$ cat config.mk
export PLATFORM = sky130hd
export DESIGN_NAME = arcade_input_mapper
export DESIGN_NICKNAME = d
export VERILOG_FILES = /design/src/rtl/arcade_input_mapper.sv
export SDC_FILE = /design/constraint.sdc
export NUM_CORES = 1
export LEC_CHECK = 0
export CAP_MARGIN = 20
export CELL_PAD_IN_SITES_DETAIL_PLACEMENT = 0
export CELL_PAD_IN_SITES_GLOBAL_PLACEMENT = 1
export CORE_ASPECT_RATIO = 1.4
export CORE_MARGIN = 2
export CORE_UTILIZATION = 30
export DETAILED_ROUTE_END_ITERATION = 7
export GPL_TIMING_DRIVEN = 0
export PLACE_DENSITY_LB_ADDON = 0.1
export SYNTH_ARGS = -nofsm -noshare
export SYNTH_HDL_FRONTEND = slang
export SYNTH_SLANG_ARGS = --single-unit
$ cat constraint.sdc
create_clock -name clk_sys -period 3 [get_ports clk_sys]
set_input_delay 0.6 -clock clk_sys [delete_from_list [all_inputs] [get_ports clk_sys]]
set_output_delay 0.6 -clock clk_sys [all_outputs]
set_load 0.01 [all_outputs]
$ cat src/rtl/arcade_input_mapper.sv
// -----------------------------------------------------------------------------
// arcade_input_mapper
//
// Maps hps_io keyboard events and joystick words onto the control inputs of an
// arcade core for 1..4 players. Every output is registered and reflects an
// input one clock after that input is sampled.
//
// Parameters
//   NUM_PLAYERS       number of player channels (1..4)
//   COIN_PULSE_CYCLES coin output high time in clk_sys cycles (>= 1)
//   AUTOFIRE_DIV      autofire half-period in clk_sys cycles (>= 1)
//
// Ports
//   clk_sys    in   system clock
//   reset_n    in   asynchronous active-low reset
//   ps2_key    in   [10] toggles per event, [9] pressed, [8] extended, [7:0] code
//   joy        in   16 bits per player: [0]R [1]L [2]D [3]U [4]fire1 [5]fire2
//                   [6]start [7]coin [8]pause
//   rotate     in   0 none, 1 CCW-comp, 2 CW-comp, 3 180 degrees
//   focus_clr  in   synchronous clear of every held keyboard state
//   autofire   in   per-player autofire enable (only with ARCADE_INPUT_AUTOFIRE_EN)
//   up/down/left/right out  rotated directions, one bit per player
//   fire1/fire2/start  out  buttons, one bit per player
//   coin       out  stretched coin pulses, one bit per player
//   service    out  service switch (key 46)
//   pause      out  pause latch
//
// Optional feature macro: ARCADE_INPUT_AUTOFIRE_EN (adds the autofire port and
// square-wave gating of fire1). Without it fire1 is the plain merged source.
// -----------------------------------------------------------------------------
module arcade_input_mapper #(
    parameter int NUM_PLAYERS       = 2,
    parameter int COIN_PULSE_CYCLES = 1200000,
    parameter int AUTOFIRE_DIV      = 600000
) (
    input  logic                     clk_sys,
    input  logic                     reset_n,
    input  logic [10:0]              ps2_key,
    input  logic [16*NUM_PLAYERS-1:0] joy,
    input  logic [1:0]               rotate,
    input  logic                     focus_clr,
`ifdef ARCADE_INPUT_AUTOFIRE_EN
    input  logic [NUM_PLAYERS-1:0]   autofire,
`endif
    output logic [NUM_PLAYERS-1:0]   up,
    output logic [NUM_PLAYERS-1:0]   down,
    output logic [NUM_PLAYERS-1:0]   left,
    output logic [NUM_PLAYERS-1:0]   right,
    output logic [NUM_PLAYERS-1:0]   fire1,
    output logic [NUM_PLAYERS-1:0]   fire2,
    output logic [NUM_PLAYERS-1:0]   start,
    output logic [NUM_PLAYERS-1:0]   coin,
    output logic                     service,
    output logic                     pause
);

    if (NUM_PLAYERS < 1 || NUM_PLAYERS > 4 || COIN_PULSE_CYCLES < 1 || AUTOFIRE_DIV < 1) begin : g_bad_params
        $error("arcade_input_mapper: illegal parameter value");
    end

    localparam int CW = (COIN_PULSE_CYCLES > 1) ? $clog2(COIN_PULSE_CYCLES) : 1;

    // One state bit per physical key. Keys sharing a function (Ctrl/Space,
    // Start/F-key) keep separate bits so releasing one does not drop the other.
    localparam int K_P1_U   = 0,  K_P1_D = 1,  K_P1_L = 2,  K_P1_R = 3;
    localparam int K_P1_F1A = 4,  K_P1_F1B = 5, K_P1_F2 = 6;
    localparam int K_P2_U   = 7,  K_P2_D = 8,  K_P2_L = 9,  K_P2_R = 10;
    localparam int K_P2_F1  = 11, K_P2_F2 = 12;
    localparam int K_P3_U   = 13, K_P3_D = 14, K_P3_L = 15, K_P3_R = 16;
    localparam int K_P3_F1  = 17, K_P3_F2 = 18;
    localparam int K_P4_U   = 19, K_P4_D = 20, K_P4_L = 21, K_P4_R = 22;
    localparam int K_P4_F1  = 23, K_P4_F2 = 24;
    localparam int K_ST1    = 25, K_ST2 = 26, K_ST3 = 27, K_ST4 = 28;
    localparam int K_FK1    = 29, K_FK2 = 30;
    localparam int K_CO1    = 31, K_CO2 = 32, K_CO3 = 33, K_CO4 = 34;
    localparam int K_SVC    = 35, K_PAUSE = 36;
    localparam int NK       = 37;

    logic          r_toggle;
    logic [NK-1:0] r_keys;
    logic [NK-1:0] w_hit;
    logic [NK-1:0] w_keys_next;
    logic          w_event;
    logic          w_ext;

    assign w_event = ps2_key[10] ^ r_toggle;
    assign w_ext   = ps2_key[8];

    // Scancode decoder; arrows and numpad share codes and split on the
    // extended flag, everything else ignores it.
    always_comb begin
        w_hit = '0;
        case (ps2_key[7:0])
            8'h75: if (w_ext) w_hit[K_P1_U] = 1'b1; else w_hit[K_P4_U] = 1'b1;
            8'h72: if (w_ext) w_hit[K_P1_D] = 1'b1; else w_hit[K_P4_D] = 1'b1;
            8'h6B: if (w_ext) w_hit[K_P1_L] = 1'b1; else w_hit[K_P4_L] = 1'b1;
            8'h74: if (w_ext) w_hit[K_P1_R] = 1'b1; else w_hit[K_P4_R] = 1'b1;
            8'h14: w_hit[K_P1_F1A] = 1'b1;
            8'h29: w_hit[K_P1_F1B] = 1'b1;
            8'h11: w_hit[K_P1_F2]  = 1'b1;
            8'h2D: w_hit[K_P2_U]   = 1'b1;
            8'h2B: w_hit[K_P2_D]   = 1'b1;
            8'h23: w_hit[K_P2_L]   = 1'b1;
            8'h34: w_hit[K_P2_R]   = 1'b1;
            8'h1C: w_hit[K_P2_F1]  = 1'b1;
            8'h1B: w_hit[K_P2_F2]  = 1'b1;
            8'h43: w_hit[K_P3_U]   = 1'b1;
            8'h42: w_hit[K_P3_D]   = 1'b1;
            8'h3B: w_hit[K_P3_L]   = 1'b1;
            8'h4B: w_hit[K_P3_R]   = 1'b1;
            8'h35: w_hit[K_P3_F1]  = 1'b1;
            8'h3C: w_hit[K_P3_F2]  = 1'b1;
            8'h70: if (!w_ext) w_hit[K_P4_F1] = 1'b1;
            8'h71: if (!w_ext) w_hit[K_P4_F2] = 1'b1;
            8'h16: w_hit[K_ST1]    = 1'b1;
            8'h1E: w_hit[K_ST2]    = 1'b1;
            8'h26: w_hit[K_ST3]    = 1'b1;
            8'h25: w_hit[K_ST4]    = 1'b1;
            8'h05: w_hit[K_FK1]    = 1'b1;
            8'h06: w_hit[K_FK2]    = 1'b1;
            8'h2E: w_hit[K_CO1]    = 1'b1;
            8'h36: w_hit[K_CO2]    = 1'b1;
            8'h3D: w_hit[K_CO3]    = 1'b1;
            8'h3E: w_hit[K_CO4]    = 1'b1;
            8'h46: w_hit[K_SVC]    = 1'b1;
            8'h4D: w_hit[K_PAUSE]  = 1'b1;
            default: ;
        endcase
    end

    // Next key state feeds the output registers directly so a key event shows
    // on the outputs one clock after it is sampled. focus_clr wins over events.
    always_comb begin
        w_keys_next = r_keys;
        if (focus_clr) begin
            w_keys_next = '0;
        end else if (w_event) begin
            for (int i = 0; i < NK; i++) begin
                if (w_hit[i]) w_keys_next[i] = ps2_key[9];
            end
        end
    end

    always_ff @(posedge clk_sys or negedge reset_n) begin
        if (!reset_n) begin
            r_toggle <= 1'b0;
            r_keys   <= '0;
        end else begin
            r_toggle <= ps2_key[10];
            r_keys   <= w_keys_next;
        end
    end

    // Keyboard contribution per player, index = player number.
    logic [3:0] w_k_up, w_k_down, w_k_left, w_k_right;
    logic [3:0] w_k_f1, w_k_f2, w_k_start, w_k_coin;

    assign w_k_up    = {w_keys_next[K_P4_U], w_keys_next[K_P3_U], w_keys_next[K_P2_U], w_keys_next[K_P1_U]};
    assign w_k_down  = {w_keys_next[K_P4_D], w_keys_next[K_P3_D], w_keys_next[K_P2_D], w_keys_next[K_P1_D]};
    assign w_k_left  = {w_keys_next[K_P4_L], w_keys_next[K_P3_L], w_keys_next[K_P2_L], w_keys_next[K_P1_L]};
    assign w_k_right = {w_keys_next[K_P4_R], w_keys_next[K_P3_R], w_keys_next[K_P2_R], w_keys_next[K_P1_R]};
    assign w_k_f1    = {w_keys_next[K_P4_F1], w_keys_next[K_P3_F1], w_keys_next[K_P2_F1],
                        w_keys_next[K_P1_F1A] | w_keys_next[K_P1_F1B]};
    assign w_k_f2    = {w_keys_next[K_P4_F2], w_keys_next[K_P3_F2], w_keys_next[K_P2_F2], w_keys_next[K_P1_F2]};
    assign w_k_start = {w_keys_next[K_ST4], w_keys_next[K_ST3],
                        w_keys_next[K_ST2] | w_keys_next[K_FK2],
                        w_keys_next[K_ST1] | w_keys_next[K_FK1]};
    assign w_k_coin  = {w_keys_next[K_CO4], w_keys_next[K_CO3], w_keys_next[K_CO2], w_keys_next[K_CO1]};

    // Players beyond NUM_PLAYERS and spare joystick bits are dropped here.
    logic w_unused_bits;
    assign w_unused_bits = ^{joy, w_k_up, w_k_down, w_k_left, w_k_right,
                             w_k_f1, w_k_f2, w_k_start, w_k_coin};

    logic [NUM_PLAYERS-1:0] w_src_u, w_src_d, w_src_l, w_src_r;
    logic [NUM_PLAYERS-1:0] w_src_f1, w_src_f2, w_src_st, w_src_co;
    logic                   w_pause_src;

    always_comb begin
        w_pause_src = w_keys_next[K_PAUSE];
        for (int p = 0; p < NUM_PLAYERS; p++) begin
            w_src_r[p]  = w_k_right[p] | joy[16*p+0];
            w_src_l[p]  = w_k_left[p]  | joy[16*p+1];
            w_src_d[p]  = w_k_down[p]  | joy[16*p+2];
            w_src_u[p]  = w_k_up[p]    | joy[16*p+3];
            w_src_f1[p] = w_k_f1[p]    | joy[16*p+4];
            w_src_f2[p] = w_k_f2[p]    | joy[16*p+5];
            w_src_st[p] = w_k_start[p] | joy[16*p+6];
            w_src_co[p] = w_k_coin[p]  | joy[16*p+7];
            w_pause_src = w_pause_src  | joy[16*p+8];
        end
    end

    // Rotation compensation; opposing directions are passed through untouched.
    logic [NUM_PLAYERS-1:0] w_rot_u, w_rot_d, w_rot_l, w_rot_r;

    always_comb begin
        w_rot_u = w_src_u;
        w_rot_d = w_src_d;
        w_rot_l = w_src_l;
        w_rot_r = w_src_r;
        case (rotate)
            2'd1: begin
                w_rot_u = w_src_l; w_rot_d = w_src_r; w_rot_l = w_src_d; w_rot_r = w_src_u;
            end
            2'd2: begin
                w_rot_u = w_src_r; w_rot_d = w_src_l; w_rot_l = w_src_u; w_rot_r = w_src_d;
            end
            2'd3: begin
                w_rot_u = w_src_d; w_rot_d = w_src_u; w_rot_l = w_src_r; w_rot_r = w_src_l;
            end
            default: ;
        endcase
    end

    logic [NUM_PLAYERS-1:0] w_fire1_out;

`ifdef ARCADE_INPUT_AUTOFIRE_EN
    localparam int AW = (AUTOFIRE_DIV > 1) ? $clog2(AUTOFIRE_DIV) : 1;

    logic [NUM_PLAYERS-1:0] r_f1_src_q;
    logic [NUM_PLAYERS-1:0] r_af_phase;
    logic [NUM_PLAYERS-1:0] w_af_phase_next;
    logic [AW-1:0]          r_af_cnt      [NUM_PLAYERS];
    logic [AW-1:0]          w_af_cnt_next [NUM_PLAYERS];

    // Square wave restarts high on each new press so the first shot is
    // immediate; it only advances while the fire source is held.
    always_comb begin
        for (int p = 0; p < NUM_PLAYERS; p++) begin
            w_af_phase_next[p] = r_af_phase[p];
            w_af_cnt_next[p]   = r_af_cnt[p];
            if (w_src_f1[p] && !r_f1_src_q[p]) begin
                w_af_phase_next[p] = 1'b1;
                w_af_cnt_next[p]   = AW'(AUTOFIRE_DIV - 1);
            end else if (w_src_f1[p]) begin
                if (r_af_cnt[p] == '0) begin
                    w_af_phase_next[p] = ~r_af_phase[p];
                    w_af_cnt_next[p]   = AW'(AUTOFIRE_DIV - 1);
                end else begin
                    w_af_cnt_next[p]   = r_af_cnt[p] - AW'(1);
                end
            end
            w_fire1_out[p] = w_src_f1[p] & (~autofire[p] | w_af_phase_next[p]);
        end
    end

    always_ff @(posedge clk_sys or negedge reset_n) begin
        if (!reset_n) begin
            r_f1_src_q <= '0;
            r_af_phase <= '0;
            for (int p = 0; p < NUM_PLAYERS; p++) r_af_cnt[p] <= '0;
        end else begin
            r_f1_src_q <= w_src_f1;
            r_af_phase <= w_af_phase_next;
            for (int p = 0; p < NUM_PLAYERS; p++) r_af_cnt[p] <= w_af_cnt_next[p];
        end
    end
`else
    assign w_fire1_out = w_src_f1;
`endif

    logic [NUM_PLAYERS-1:0] r_up, r_down, r_left, r_right;
    logic [NUM_PLAYERS-1:0] r_fire1, r_fire2, r_start;
    logic [NUM_PLAYERS-1:0] r_coin, r_coin_src_q;
    logic [CW-1:0]          r_coin_cnt [NUM_PLAYERS];
    logic                   r_service, r_pause, r_pause_src_q;

    always_ff @(posedge clk_sys or negedge reset_n) begin
        if (!reset_n) begin
            r_up          <= '0;
            r_down        <= '0;
            r_left        <= '0;
            r_right       <= '0;
            r_fire1       <= '0;
            r_fire2       <= '0;
            r_start       <= '0;
            r_coin        <= '0;
            r_coin_src_q  <= '0;
            r_service     <= 1'b0;
            r_pause       <= 1'b0;
            r_pause_src_q <= 1'b0;
            for (int p = 0; p < NUM_PLAYERS; p++) r_coin_cnt[p] <= '0;
        end else begin
            r_up          <= w_rot_u;
            r_down        <= w_rot_d;
            r_left        <= w_rot_l;
            r_right       <= w_rot_r;
            r_fire1       <= w_fire1_out;
            r_fire2       <= w_src_f2;
            r_start       <= w_src_st;
            r_service     <= w_keys_next[K_SVC];
            r_pause_src_q <= w_pause_src;
            r_pause       <= r_pause ^ (w_pause_src & ~r_pause_src_q);
            r_coin_src_q  <= w_src_co;
            // A pulse runs COIN_PULSE_CYCLES clocks; edges during it are lost.
            for (int p = 0; p < NUM_PLAYERS; p++) begin
                if (r_coin[p]) begin
                    if (r_coin_cnt[p] == '0) r_coin[p] <= 1'b0;
                    else                     r_coin_cnt[p] <= r_coin_cnt[p] - CW'(1);
                end else if (w_src_co[p] && !r_coin_src_q[p]) begin
                    r_coin[p]     <= 1'b1;
                    r_coin_cnt[p] <= CW'(COIN_PULSE_CYCLES - 1);
                end
            end
        end
    end

    assign up      = r_up;
    assign down    = r_down;
    assign left    = r_left;
    assign right   = r_right;
    assign fire1   = r_fire1;
    assign fire2   = r_fire2;
    assign start   = r_start;
    assign coin    = r_coin;
    assign service = r_service;
    assign pause   = r_pause;

endmodule

==> run_results.csv <==
group,metric,value,unit
sta,slew_viol_final,0,
final_layout,syn_to_final_growth,24.0,%
global_routing,antenna_found_initial,0,
route,drtIter0Drc,122,
final_layout,post-route-util,37.6,%
critical_path,end_kind,"register",
die,die_h,152,um
synthesis,ys_ff_latch,84,
synthesis,yosysSeqAreaShare,45.0,%
critical_path,critPathTopFamily,"buffers and inverters",
clocking,clk_latency,0.34,ns
global_routing,grt-ovfl-total,0,
die,die_w,109,um
placed_design,post-place-ws,-0.178,ns
die,fp.dieArea,16600,um^2
synthesis,synth_top_cell_area_share,45.0,%
global_routing,grt_start_max_net_pins,65,
critical_path,required,3.22,ns
power_and_ir_drop,power.density,571,nW/um^2
final_layout,insertedDiodeCount,0,
power_and_ir_drop,p_leak,2.30,nW
synthesis,synth.distinct_cells,73,
synthesis,synth_cells,466,
die,num_io_pins,66,
synthesis,yosysWarnings,0,
clocking,htreeDepth,3,
clocking,cts_resized,0,
critical_path,cp_slowest_stage_delay,0.65,ns
synthesis,syn_area,4670,um^2
route,vias,3771,
sta,period_needed,2.69,ns
final_layout,drive_gt1_share,9.01,%
critical_path,slowest_stage,"clkdlybuf4s50_1",
global_routing,grt_pass1_vias,3744,
job,cap_viol_max_count,0,
clocking,cts_sinks,84,
power_and_ir_drop,peakVddDrop,0.257,mV
die,coreArea,15400,um^2
critical_path,cp-start-kind,"primary input",
critical_path,cp_cell_sequence,"clkdlybuf4s50_1 > nor4b_4 > nand4_1 > mux2i_1 > o21ai_1 > buf_2 > nand3_1",
clocking,numCtsBuffers,9,
clocking,hold_buffers,0,
synthesis,yosysTopAreaCell,"dfrtp_1",
sta,max_freq,371,MHz
critical_path,path_buf_inv,2,
route,drtAntennaViolNets,0,
placed_design,port_buffers,50,
route,post_drt_via_cell_ratio,5.17,
route,totalWireLength,11.6,mm
clocking,cts-root-buf,"clkbuf_16",
worst_hold_path,hold_path_class,"primary input to async pin",
route,dr.pass1.iters,4,
synthesis,synth.avg_cell_area,10.0,um^2
sta,relSlewSlack,54.8,%
global_routing,grt_pass1_wl,19.4,mm
sta,setup_violations,0,
clocking,cts_tree,"built",
run_status,status,"completed",
die,start_util,30.3,%
route,wire_per_inst,15.8,um
critical_path,worstPathArrival,2.91,ns
sta,rsz0062_at_grt,"false",
sta,worst_pin_slew,0.672,ns
clocking,cts_setup_buffers,0,
die,num_rows,54,
sta,finalWorstSetupSlack,0.306,ns
synthesis,async_reset_ff_share,100,%
sta,period_share,89.8,%
global_routing,track_usage,15.1,%
clocking,clk_pin_slew_worst_paths,0.06,ns
placed_design,hpwl,8.33,mm
synthesis,synth-edff-count,0,
clocking,ctsLongestPathBuffers,2,
synthesis,synth_area_leaders,"dfrtp_1, mux2i_1, nor2_1",
route,drc,0,
placed_design,place.gp.congestion,0.801,
synthesis,synthFlopType,"dfrtp_1",
final_layout,nNetsFinal,580,
sta,hold_viol_final,0,
critical_path,path_class,"primary input to register",
sta,skew,0.00471,ns
synthesis,syn-num-nets,518,
critical_path,cp_max_fo,10,
## worst paths after layout
| kind | from | to | slack (ns) | cells after the start |
|---|---|---|---|---|
| worst max register to register | r_coin_cnt[39] | r_coin_cnt[29] | 0.75 | 6 |
| min in group clk_sys | r_coin_cnt[3] | r_coin_cnt[3] | 0.50 | 1 |
| max in group asynchronous | reset_n | r_keys[10] | 2.20 | 2 |
| worst min register to register | r_coin_cnt[3] | r_coin_cnt[3] | 0.50 | 1 |
| worst max-delay path | ps2_key[5] | r_coin_cnt[23] | 0.31 | 7 |
| worst min-delay path | reset_n | right[0] | 0.14 | 1 |
## stage by stage
stage	TNS [ns]	instances	hold slack, ns	cell area [um^2]	total power [W]
global route	0	729	0.161	5790	0.00349
CTS	0	729	0.144	5780	0.00337
detailed placement	-1.63	713	0.501	5440	0.00205
global placement	-169.18	712	0.503	5420	0.00204
finish	0	729	0.142	5790	0.00331
floorplan	0	466	0.304	4670	0.00179
## per-layer routing
layer / track usage [%] / part of all wire (%) / routed length (um)
met2: 25.4 / 50 / 5740
met3: 3.04 / 3.2 / 367
met1: 19.2 / 46 / 5280
met4: 4.94 / 1.4 / 165
met5: 0 / 0 / 0
## flip-flops by register name, indices dropped and copies added (netlist names)
name           count
left               2
r_keys            21
pause              1
fire2              2
right              2
r_coin_src_q       2
r_toggle           1
r_pause_src_q      1
coin               2
down               2
r_coin_cnt        42
fire1              2
start              2
up                 2
## cells in the final DEF, fill, tap and decap left out, types with 14 or more instances in the layout
cell / netlist / final
xnor2_1: 14 / 14
mux2i_1: 21 / 21
dfrtp_1: 84 / 84
nand2_1: 26 / 26
nor2_1: 43 / 43
inv_1: 14 / 14
nand4_1: 20 / 20
nor3_1: 15 / 15
clkdlybuf4s50_1: 0 / 49
clkbuf_1: 14 / 15
## synth_stat cells (all sizes together) (7+ instances only)
| cell type | count |
|---|---|
| and3 | 7 |
| nand4 | 20 |
| a211oi | 7 |
| or2 | 7 |
| clkbuf | 14 |
| nand2 | 26 |
| nor2b | 9 |
| mux2i | 21 |
| inv | 14 |
| nor3 | 18 |
| nor3b | 7 |
| nor4b | 8 |
| dfrtp | 84 |
| nand2b | 13 |
| nor4 | 11 |
| nor2 | 43 |
| or3 | 9 |
| a21oi | 13 |
| o21ai | 10 |
| nand3 | 13 |
| buf | 7 |
| xnor2 | 14 |
| xor2 | 12 |
## cell families (layout without fill, tap and decap cells)
| group | count (synthesis) | after routing | synth area share, % |
|---|---|---|---|
| multiplexers | 23 | 23 | 4.98 |
| AND/OR/NAND/NOR | 218 | 218 | 29.1 |
| flip-flops | 84 | 84 | 45.0 |
| adder cells (fa/ha/maj) | 4 | 4 | 1.07 |
| XOR/XNOR | 26 | 26 | 4.88 |
| AO/OA/AOI/OAI | 76 | 76 | 12.1 |
| buffers and inverters | 35 | 102 | 2.95 |
## where the power goes
part           switching (W)  total (W)  internal (W)
combinational       0.000300   0.000586      0.000286
sequential          0.000167    0.00144       0.00127
clock               0.000469    0.00128      0.000815
total               0.000936    0.00331       0.00237
## layout make-up
type / instances / area [um^2]
clock buffers: 10 / 229
clock inverters: 6 / 113
flip-flops and latches: 84 / 2100
inverters: 14 / 52.6
plain buffers: 21 / 85.1
multi-input cells: 347 / 2440
well taps: 196 / 245
repair buffers: 51 / 526
fillers: 1577 / 9610
## worst reg2reg max path, stage by stage, from the launching register on
cell     delay [ns]
dfrtp_1        0.42
nor4_1         0.40
and3b_1        0.34
buf_1          0.44
a31oi_1        0.22
a21oi_1        0.18
o21ai_0        0.09
Power figures use the tool's default switching activity.
